==> src/rtl/layer_mac_scheduler_pkg.sv <==
// Shared definitions for the layer MAC scheduler: data format, FSM state
// encoding and the ReLU/Q13 output mapping used by every neuron engine.
package layer_mac_scheduler_pkg;

  localparam int DW        = 32;
  localparam int FRAC      = 13;
  localparam int N_IN_DEF  = 15;
  localparam int N_OUT_DEF = 32;

  typedef enum logic [1:0] {
    S_IDLE = 2'd0,
    S_MAC  = 2'd1,
    S_ACT  = 2'd2,
    S_OUT  = 2'd3
  } state_e;

  // Negative sums clamp to zero. Positive sums keep the 16 bits just above
  // the binary point, so integer bits 31:29 are deliberately dropped.
  function automatic logic [DW-1:0] relu_q(input logic [DW-1:0] sum);
    logic [DW-1:0] res;
    res = '0;
    if (!sum[DW-1]) begin
      res[15:0] = sum[FRAC+15:FRAC];
    end
    return res;
  endfunction

endpackage

==> src/rtl/layer_mac_scheduler_if.sv <==
// Bundle of the vector input, ROM fetch and result handshake signals of the
// layer MAC scheduler. The scheduler uses the master view, its environment
// (vector source, weight/bias ROMs, result sink) uses the slave view.
interface layer_mac_scheduler_if #(
  parameter int N_IN  = layer_mac_scheduler_pkg::N_IN_DEF,
  parameter int N_OUT = layer_mac_scheduler_pkg::N_OUT_DEF
);
  import layer_mac_scheduler_pkg::*;

  localparam int WAW = $clog2(N_IN * N_OUT);
  localparam int BAW = $clog2(N_OUT);

  logic                 in_valid;
  logic                 in_ready;
  logic [N_IN*DW-1:0]   in_data;
  logic [WAW-1:0]       w_addr;
  logic [DW-1:0]        w_data;
  logic [BAW-1:0]       b_addr;
  logic [DW-1:0]        b_data;
  logic                 out_valid;
  logic                 out_ready;
  logic [BAW-1:0]       out_idx;
  logic [DW-1:0]        out_data;
  logic                 layer_done;

  modport master (
    input  in_valid, in_data, w_data, b_data, out_ready,
    output in_ready, w_addr, b_addr, out_valid, out_idx, out_data, layer_done
  );

  modport slave (
    output in_valid, in_data, w_data, b_data, out_ready,
    input  in_ready, w_addr, b_addr, out_valid, out_idx, out_data, layer_done
  );

endinterface

==> src/rtl/layer_mac_scheduler_mac.sv <==
// Shared multiply-accumulate unit: one signed product per enabled cycle,
// added into a 32-bit accumulator that wraps silently.
module layer_mac_scheduler_mac
  import layer_mac_scheduler_pkg::*;
(
  input  logic          clk,
  input  logic          reset,
  input  logic          clear_i,
  input  logic          en_i,
  input  logic [DW-1:0] a_i,
  input  logic [DW-1:0] b_i,
  output logic [DW-1:0] acc_o
);

  logic [DW-1:0] prod_lo;
  logic [DW-1:0] acc_q, acc_d;

  // Only the low word of the product is kept, so a DW-wide multiply is enough.
  assign prod_lo = $signed(a_i) * $signed(b_i);

  // Clear has priority so a new neuron always starts from zero.
  always_comb begin
    acc_d = acc_q;
    if (clear_i) begin
      acc_d = '0;
    end else if (en_i) begin
      acc_d = acc_q + prod_lo;
    end
  end

  // Accumulator register.
  always_ff @(posedge clk or posedge reset) begin
    if (reset) begin
      acc_q <= '0;
    end else begin
      acc_q <= acc_d;
    end
  end

  assign acc_o = acc_q;

endmodule

==> src/rtl/layer_mac_scheduler.sv <==
// Time-multiplexed fully connected layer: evaluates N_OUT neurons one after
// another on a single MAC unit, fetching weights and biases from 1-cycle
// synchronous ROMs and emitting one ReLU'd Q13 result per neuron.
module layer_mac_scheduler
  import layer_mac_scheduler_pkg::*;
#(
  parameter int N_IN  = N_IN_DEF,
  parameter int N_OUT = N_OUT_DEF
) (
  input  logic                  clk,
  input  logic                  reset,
  layer_mac_scheduler_if.master bus
);

  localparam int WAW = $clog2(N_IN * N_OUT);
  localparam int BAW = $clog2(N_OUT);
  localparam int KW  = $clog2(N_IN + 1);

  state_e          state_q, state_d;
  logic [KW-1:0]   k_q, k_d;
  logic [BAW-1:0]  j_q, j_d;
  logic [WAW-1:0]  w_addr_q, w_addr_d;
  logic            out_valid_q, out_valid_d;
  logic [BAW-1:0]  out_idx_q, out_idx_d;
  logic [DW-1:0]   out_data_q, out_data_d;
  logic            layer_done_q, layer_done_d;
  logic [DW-1:0]   vec_q [N_IN];
  logic            vec_load;
  logic            mac_clear;
  logic            mac_en;
  logic [DW-1:0]   x_sel;
  logic [DW-1:0]   acc;

  // The weight arriving at step k was addressed at step k-1, so it pairs with x[k-1].
  always_comb begin
    x_sel = '0;
    for (int i = 0; i < N_IN; i++) begin
      if (k_q == KW'(i + 1)) begin
        x_sel = vec_q[i];
      end
    end
  end

  // Next-state, counter, ROM address and result logic of the neuron sequencer.
  always_comb begin
    state_d      = state_q;
    k_d          = k_q;
    j_d          = j_q;
    w_addr_d     = w_addr_q;
    out_valid_d  = out_valid_q;
    out_idx_d    = out_idx_q;
    out_data_d   = out_data_q;
    layer_done_d = 1'b0;
    vec_load     = 1'b0;
    mac_clear    = 1'b0;
    mac_en       = 1'b0;
    unique case (state_q)
      S_IDLE: begin
        if (bus.in_valid) begin
          vec_load  = 1'b1;
          mac_clear = 1'b1;
          j_d       = '0;
          k_d       = '0;
          w_addr_d  = '0;
          state_d   = S_MAC;
        end
      end
      S_MAC: begin
        mac_en = (k_q != '0);
        if (k_q == KW'(N_IN)) begin
          state_d = S_ACT;
        end else begin
          k_d = k_q + KW'(1);
          if (k_q < KW'(N_IN - 1)) begin
            w_addr_d = w_addr_q + WAW'(1);
          end
        end
      end
      S_ACT: begin
        out_data_d  = relu_q(acc + bus.b_data);
        out_idx_d   = j_q;
        out_valid_d = 1'b1;
        state_d     = S_OUT;
      end
      S_OUT: begin
        if (bus.out_ready) begin
          out_valid_d = 1'b0;
          if (j_q == BAW'(N_OUT - 1)) begin
            layer_done_d = 1'b1;
            state_d      = S_IDLE;
          end else begin
            j_d       = j_q + BAW'(1);
            k_d       = '0;
            mac_clear = 1'b1;
            w_addr_d  = w_addr_q + WAW'(1);
            state_d   = S_MAC;
          end
        end
      end
      default: begin
        state_d = S_IDLE;
      end
    endcase
  end

  // State, counters and output registers; reset aborts any layer in flight.
  always_ff @(posedge clk or posedge reset) begin
    if (reset) begin
      state_q      <= S_IDLE;
      k_q          <= '0;
      j_q          <= '0;
      w_addr_q     <= '0;
      out_valid_q  <= 1'b0;
      out_idx_q    <= '0;
      out_data_q   <= '0;
      layer_done_q <= 1'b0;
    end else begin
      state_q      <= state_d;
      k_q          <= k_d;
      j_q          <= j_d;
      w_addr_q     <= w_addr_d;
      out_valid_q  <= out_valid_d;
      out_idx_q    <= out_idx_d;
      out_data_q   <= out_data_d;
      layer_done_q <= layer_done_d;
    end
  end

  // Activation vector is captured only on accept and held for the whole layer.
  always_ff @(posedge clk or posedge reset) begin
    if (reset) begin
      for (int i = 0; i < N_IN; i++) begin
        vec_q[i] <= '0;
      end
    end else if (vec_load) begin
      for (int i = 0; i < N_IN; i++) begin
        vec_q[i] <= bus.in_data[i*DW +: DW];
      end
    end
  end

  layer_mac_scheduler_mac u_mac (
    .clk     (clk),
    .reset   (reset),
    .clear_i (mac_clear),
    .en_i    (mac_en),
    .a_i     (bus.w_data),
    .b_i     (x_sel),
    .acc_o   (acc)
  );

  assign bus.in_ready   = (state_q == S_IDLE) && !reset;
  assign bus.w_addr     = w_addr_q;
  assign bus.b_addr     = j_q;
  assign bus.out_valid  = out_valid_q;
  assign bus.out_idx    = out_idx_q;
  assign bus.out_data   = out_data_q;
  assign bus.layer_done = layer_done_q;

endmodule

==> src/flat_wrapper.sv <==
// flat-port wrapper written by rule: the top's interface ports become plain ports
module layer_mac_scheduler_flat import layer_mac_scheduler_pkg::*;
#(
  parameter int N_IN  = N_IN_DEF,
  parameter int N_OUT = N_OUT_DEF
)
  (clk, reset, bus_in_valid, bus_in_data, bus_w_data, bus_b_data, bus_out_ready, bus_in_ready, bus_w_addr, bus_b_addr, bus_out_valid, bus_out_idx, bus_out_data, bus_layer_done);
  layer_mac_scheduler_if #(.N_IN(N_IN), .N_OUT(N_OUT)) bus_i ();
  input  logic clk;
  input  logic reset;
  input wire logic [$bits(bus_i.in_valid)-1:0] bus_in_valid;
  input wire logic [$bits(bus_i.in_data)-1:0] bus_in_data;
  input wire logic [$bits(bus_i.w_data)-1:0] bus_w_data;
  input wire logic [$bits(bus_i.b_data)-1:0] bus_b_data;
  input wire logic [$bits(bus_i.out_ready)-1:0] bus_out_ready;
  output wire logic [$bits(bus_i.in_ready)-1:0] bus_in_ready;
  output wire logic [$bits(bus_i.w_addr)-1:0] bus_w_addr;
  output wire logic [$bits(bus_i.b_addr)-1:0] bus_b_addr;
  output wire logic [$bits(bus_i.out_valid)-1:0] bus_out_valid;
  output wire logic [$bits(bus_i.out_idx)-1:0] bus_out_idx;
  output wire logic [$bits(bus_i.out_data)-1:0] bus_out_data;
  output wire logic [$bits(bus_i.layer_done)-1:0] bus_layer_done;
  assign bus_i.in_valid = bus_in_valid;
  assign bus_i.in_data = bus_in_data;
  assign bus_i.w_data = bus_w_data;
  assign bus_i.b_data = bus_b_data;
  assign bus_i.out_ready = bus_out_ready;
  assign bus_in_ready = bus_i.in_ready;
  assign bus_w_addr = bus_i.w_addr;
  assign bus_b_addr = bus_i.b_addr;
  assign bus_out_valid = bus_i.out_valid;
  assign bus_out_idx = bus_i.out_idx;
  assign bus_out_data = bus_i.out_data;
  assign bus_layer_done = bus_i.layer_done;
  layer_mac_scheduler #(.N_IN(N_IN), .N_OUT(N_OUT)) u_core (.clk(clk), .reset(reset), .bus(bus_i));
endmodule
==> config.mk <==
export PLATFORM = sky130hd
export DESIGN_NAME = layer_mac_scheduler_flat
export DESIGN_NICKNAME = d
export VERILOG_FILES = /design/src/rtl/layer_mac_scheduler_pkg.sv /design/src/rtl/layer_mac_scheduler_if.sv /design/src/rtl/layer_mac_scheduler_mac.sv /design/src/rtl/layer_mac_scheduler.sv /design/src/flat_wrapper.sv
export SDC_FILE = /design/constraint.sdc
export NUM_CORES = 2
export LEC_CHECK = 0
export BUFFER_PORTS_ARGS = -buffer_cell sky130_fd_sc_hd__buf_2
export CORE_MARGIN = 2
export CORE_UTILIZATION = 40
export DETAILED_ROUTE_END_ITERATION = 10
export HOLD_SLACK_MARGIN = 0.08
export REMOVE_ABC_BUFFERS = 1
export SETUP_SLACK_MARGIN = 0.3
export SLEW_MARGIN = 40
export SYNTH_ARGS = -nofsm -noshare
export SYNTH_HDL_FRONTEND = slang
export SYNTH_SLANG_ARGS = --single-unit
==> constraint.sdc <==
create_clock -name clk -period 18.4 [get_ports clk]
set_input_delay 0.92 -clock clk [delete_from_list [all_inputs] [get_ports clk]]
set_output_delay 0.92 -clock clk [all_outputs]
set_load 0.01 [all_outputs]
==> qor.csv <==
metric,value,unit
run_status,finished clean,
final_layout_size_suffix_gt1_share,28.1,%
htreeDepth,3,
cts_tree,yes,
synthArstFlopShare,100,%
synthXorXnorAreaFrac,2.22,%
drc_errors,0,
postCtsSetupBuffers,0,
core.rowCount,121,
grt_pass1_wl,214000,um
fmax,91.8,MHz
cts_resized,0,
hold_viol,0,
max_stage_delay,0.59,ns
synth.area.mux_share,12.6,%
postLayoutCellArea,50200,um^2
cts_made_buffers,67,
yosys_warnings,0,
routed-via-count,32400,
grt_usage,25.6,%
start_kind,register,
cp_slowest_cell,buf_4,
rsz0062_at_grt,no,
grt_pass1_vias,33800,
syn_inst,4120,
synth_top_area_share,31.9,%
syn-cell-area,43500,um^2
yosys.area.top_type,dfrtp_1,
setup_viol,0,
finalCriticalPeriod,10.89,ns
synthAdderAreaFrac,25.7,%
yosys.area_share.simple,11.0,%
grt_max_degree,148,
area_delta_synth_final,15.4,%
first_pass_iters,6,
cp.required,19.00,ns
via_per_inst,5.32,
die_w,334,um
timing.final.ws_setup,7.51,ns
initialDrtViolationCount,2029,
drv_cap,0,
ys_ff_latch,555,
fill_cells,10300,
clk_latency,0.67,ns
path_class,register to register,
clock_sinks,555,
syn_area_per_cell,10.6,um^2
synth-compound-area-share,8.76,%
ys_top_cells_by_area,"dfrtp_1 32%, fa_1 20%, mux2_2 13%, ha_1 5.5%, inv_1 5.0%",
synth_top_family_by_area,adder cells,
wire_per_inst,23.5,um
finalWirelength,143000,um
regArea,13900,um^2
min_path_type,input port to asynchronous set/reset pin,
design.core.area,108000,um^2
yosysSeqAreaShare,31.9,%
placed_cell_area,47700,um^2
start_util,40.2,%
nets,5773,
slew_violations,0,
slew_headroom,42.0,%
ant_nets,0,
crit_path_frequent_cell,fa_1,
multi_input_comb_area,26500,um^2
grt_overflow_total,0,
antenna_found_initial,67,
skew,0.0470,ns
holdWs,0.389,ns
place_hpwl,109000,um
yosysMostFrequentCell,inv_1,
crit_path_end_kind,register,
fin_crit_sh,59.2,%
crit_fanout,51,
cp.arrival,11.49,ns
cts_buffer_depth,3,
gp_congestion,0.902,
io-pin-count,602,
dp_slack,7.56,ns
cts_root_buf,clkbuf_16,
worstMarginPinSlew,0.871,ns
cts_hold_buf,0,
synth_ff_type,dfrtp_1,
synth-edff-count,0,
die_h,334,um
tns,0,ns
synth.top_cells.by_count,"583 x inv_1, 555 x dfrtp_1, 487 x mux2_2",
yosys.cell_types.count,92,
die_area,111000,um^2
numPortBuffers,585,
clkTransAtPathRegs,0.07,ns
## cells in the final DEF, fill, tap and decap left out, types with 14 or more instances in the layout
cell type    n
nand2_1    424
clkbuf_8    16
o221ai_1    17
nor3_1      19
o22ai_1     40
nand3b_1    20
a211oi_1    18
o211ai_1    16
a21oi_1    135
nand3_1     27
a21o_1      20
nor2b_1     53
xor2_1      24
a221oi_1    18
fa_1       438
buf_2      587
a22oi_1     41
o21ai_0    100
and3_1      14
ha_1       189
nand2b_1    28
and2_1     241
conb_1      16
inv_1      582
dfrtp_1    555
xnor2_1     58
nor2_1      76
diode_2     24
clkbuf_16   67
a22o_1      14
a221o_1     21
buf_4       47
mux2_2     487
## sequential cells by signal, summed over array words and instances, names as in the netlist
name                   flops
u_core.bus.b_addr          5
u_core.bus.layer_done      1
u_core.bus.out_data       16
u_core.bus.out_idx         5
u_core.bus.out_valid       1
u_core.bus.w_addr          9
u_core.k_q                 4
u_core.state_q             2
u_core.u_mac.acc_o        32
u_core.vec_q             480
## area by class of cell
type,count,area share (%)
multi-input cells,2742,52.7
flip-flops and latches,555,27.7
repair buffers,645,6.90
inverters,583,4.38
clock buffers,93,3.85
well taps,1414,3.52
clock inverters,29,0.909
diodes,24,0.120
## metrics by stage
stage,cells,util (%)
floorplan,3880,-
global placement,5935,43.9
global route,6076,46.3
CTS,6060,46.2
finish,6085,46.3
detailed placement,5938,44.0
## critical path, delay by kind of cell, from the launching register on
kind	cells	cell delay, ns
adders and majority gates	9	4.45
AOI/OAI and AO/OA	3	0.98
buffers and inverters	5	1.62
and+or+nand+nor	4	0.68
DFF	1	0.47
xor gates and xnor gates	11	2.54
## cell families (layout without fill, tap and decap cells)
logic type,Yosys count,in the layout
multiplexers,488,488
flip-flops,555,555
XOR/XNOR,93,93
adder cells (fa/ha/maj),631,631
other,1,40
AO/OA/AOI/OAI,557,557
buffers and inverters,838,1350
AND/OR/NAND/NOR,957,957
## worst paths after layout
check                             startpoint                      to  slack (ns)  cells after the start
max                            u_core.k_q[1]  u_core.u_mac.acc_o[31]        7.51                     32
min                                    reset    u_core.bus.w_addr[6]        0.39                      2
max reg2reg                    u_core.k_q[1]  u_core.u_mac.acc_o[31]        7.51                     32
min reg2reg                u_core.vec_q[385]       u_core.vec_q[385]        0.50                      1
max in group asynchronous              reset       u_core.vec_q[142]       15.10                      7
min in group clk             bus_in_data[12]       u_core.vec_q[460]        0.48                      2
## routing by layer
layer	GRT usage, %	share of wire (%)	up-vias
met1	31.5	40	16500
met4	8.86	3.5	80
met2	43.0	49	1061
li1	-	-	14400
met3	7.18	7.9	321
met5	0	0.34	-
Power is left out: the tool's default activity adds up to more than one toggle a clock period on the data nets, which glitch-free logic cannot reach.
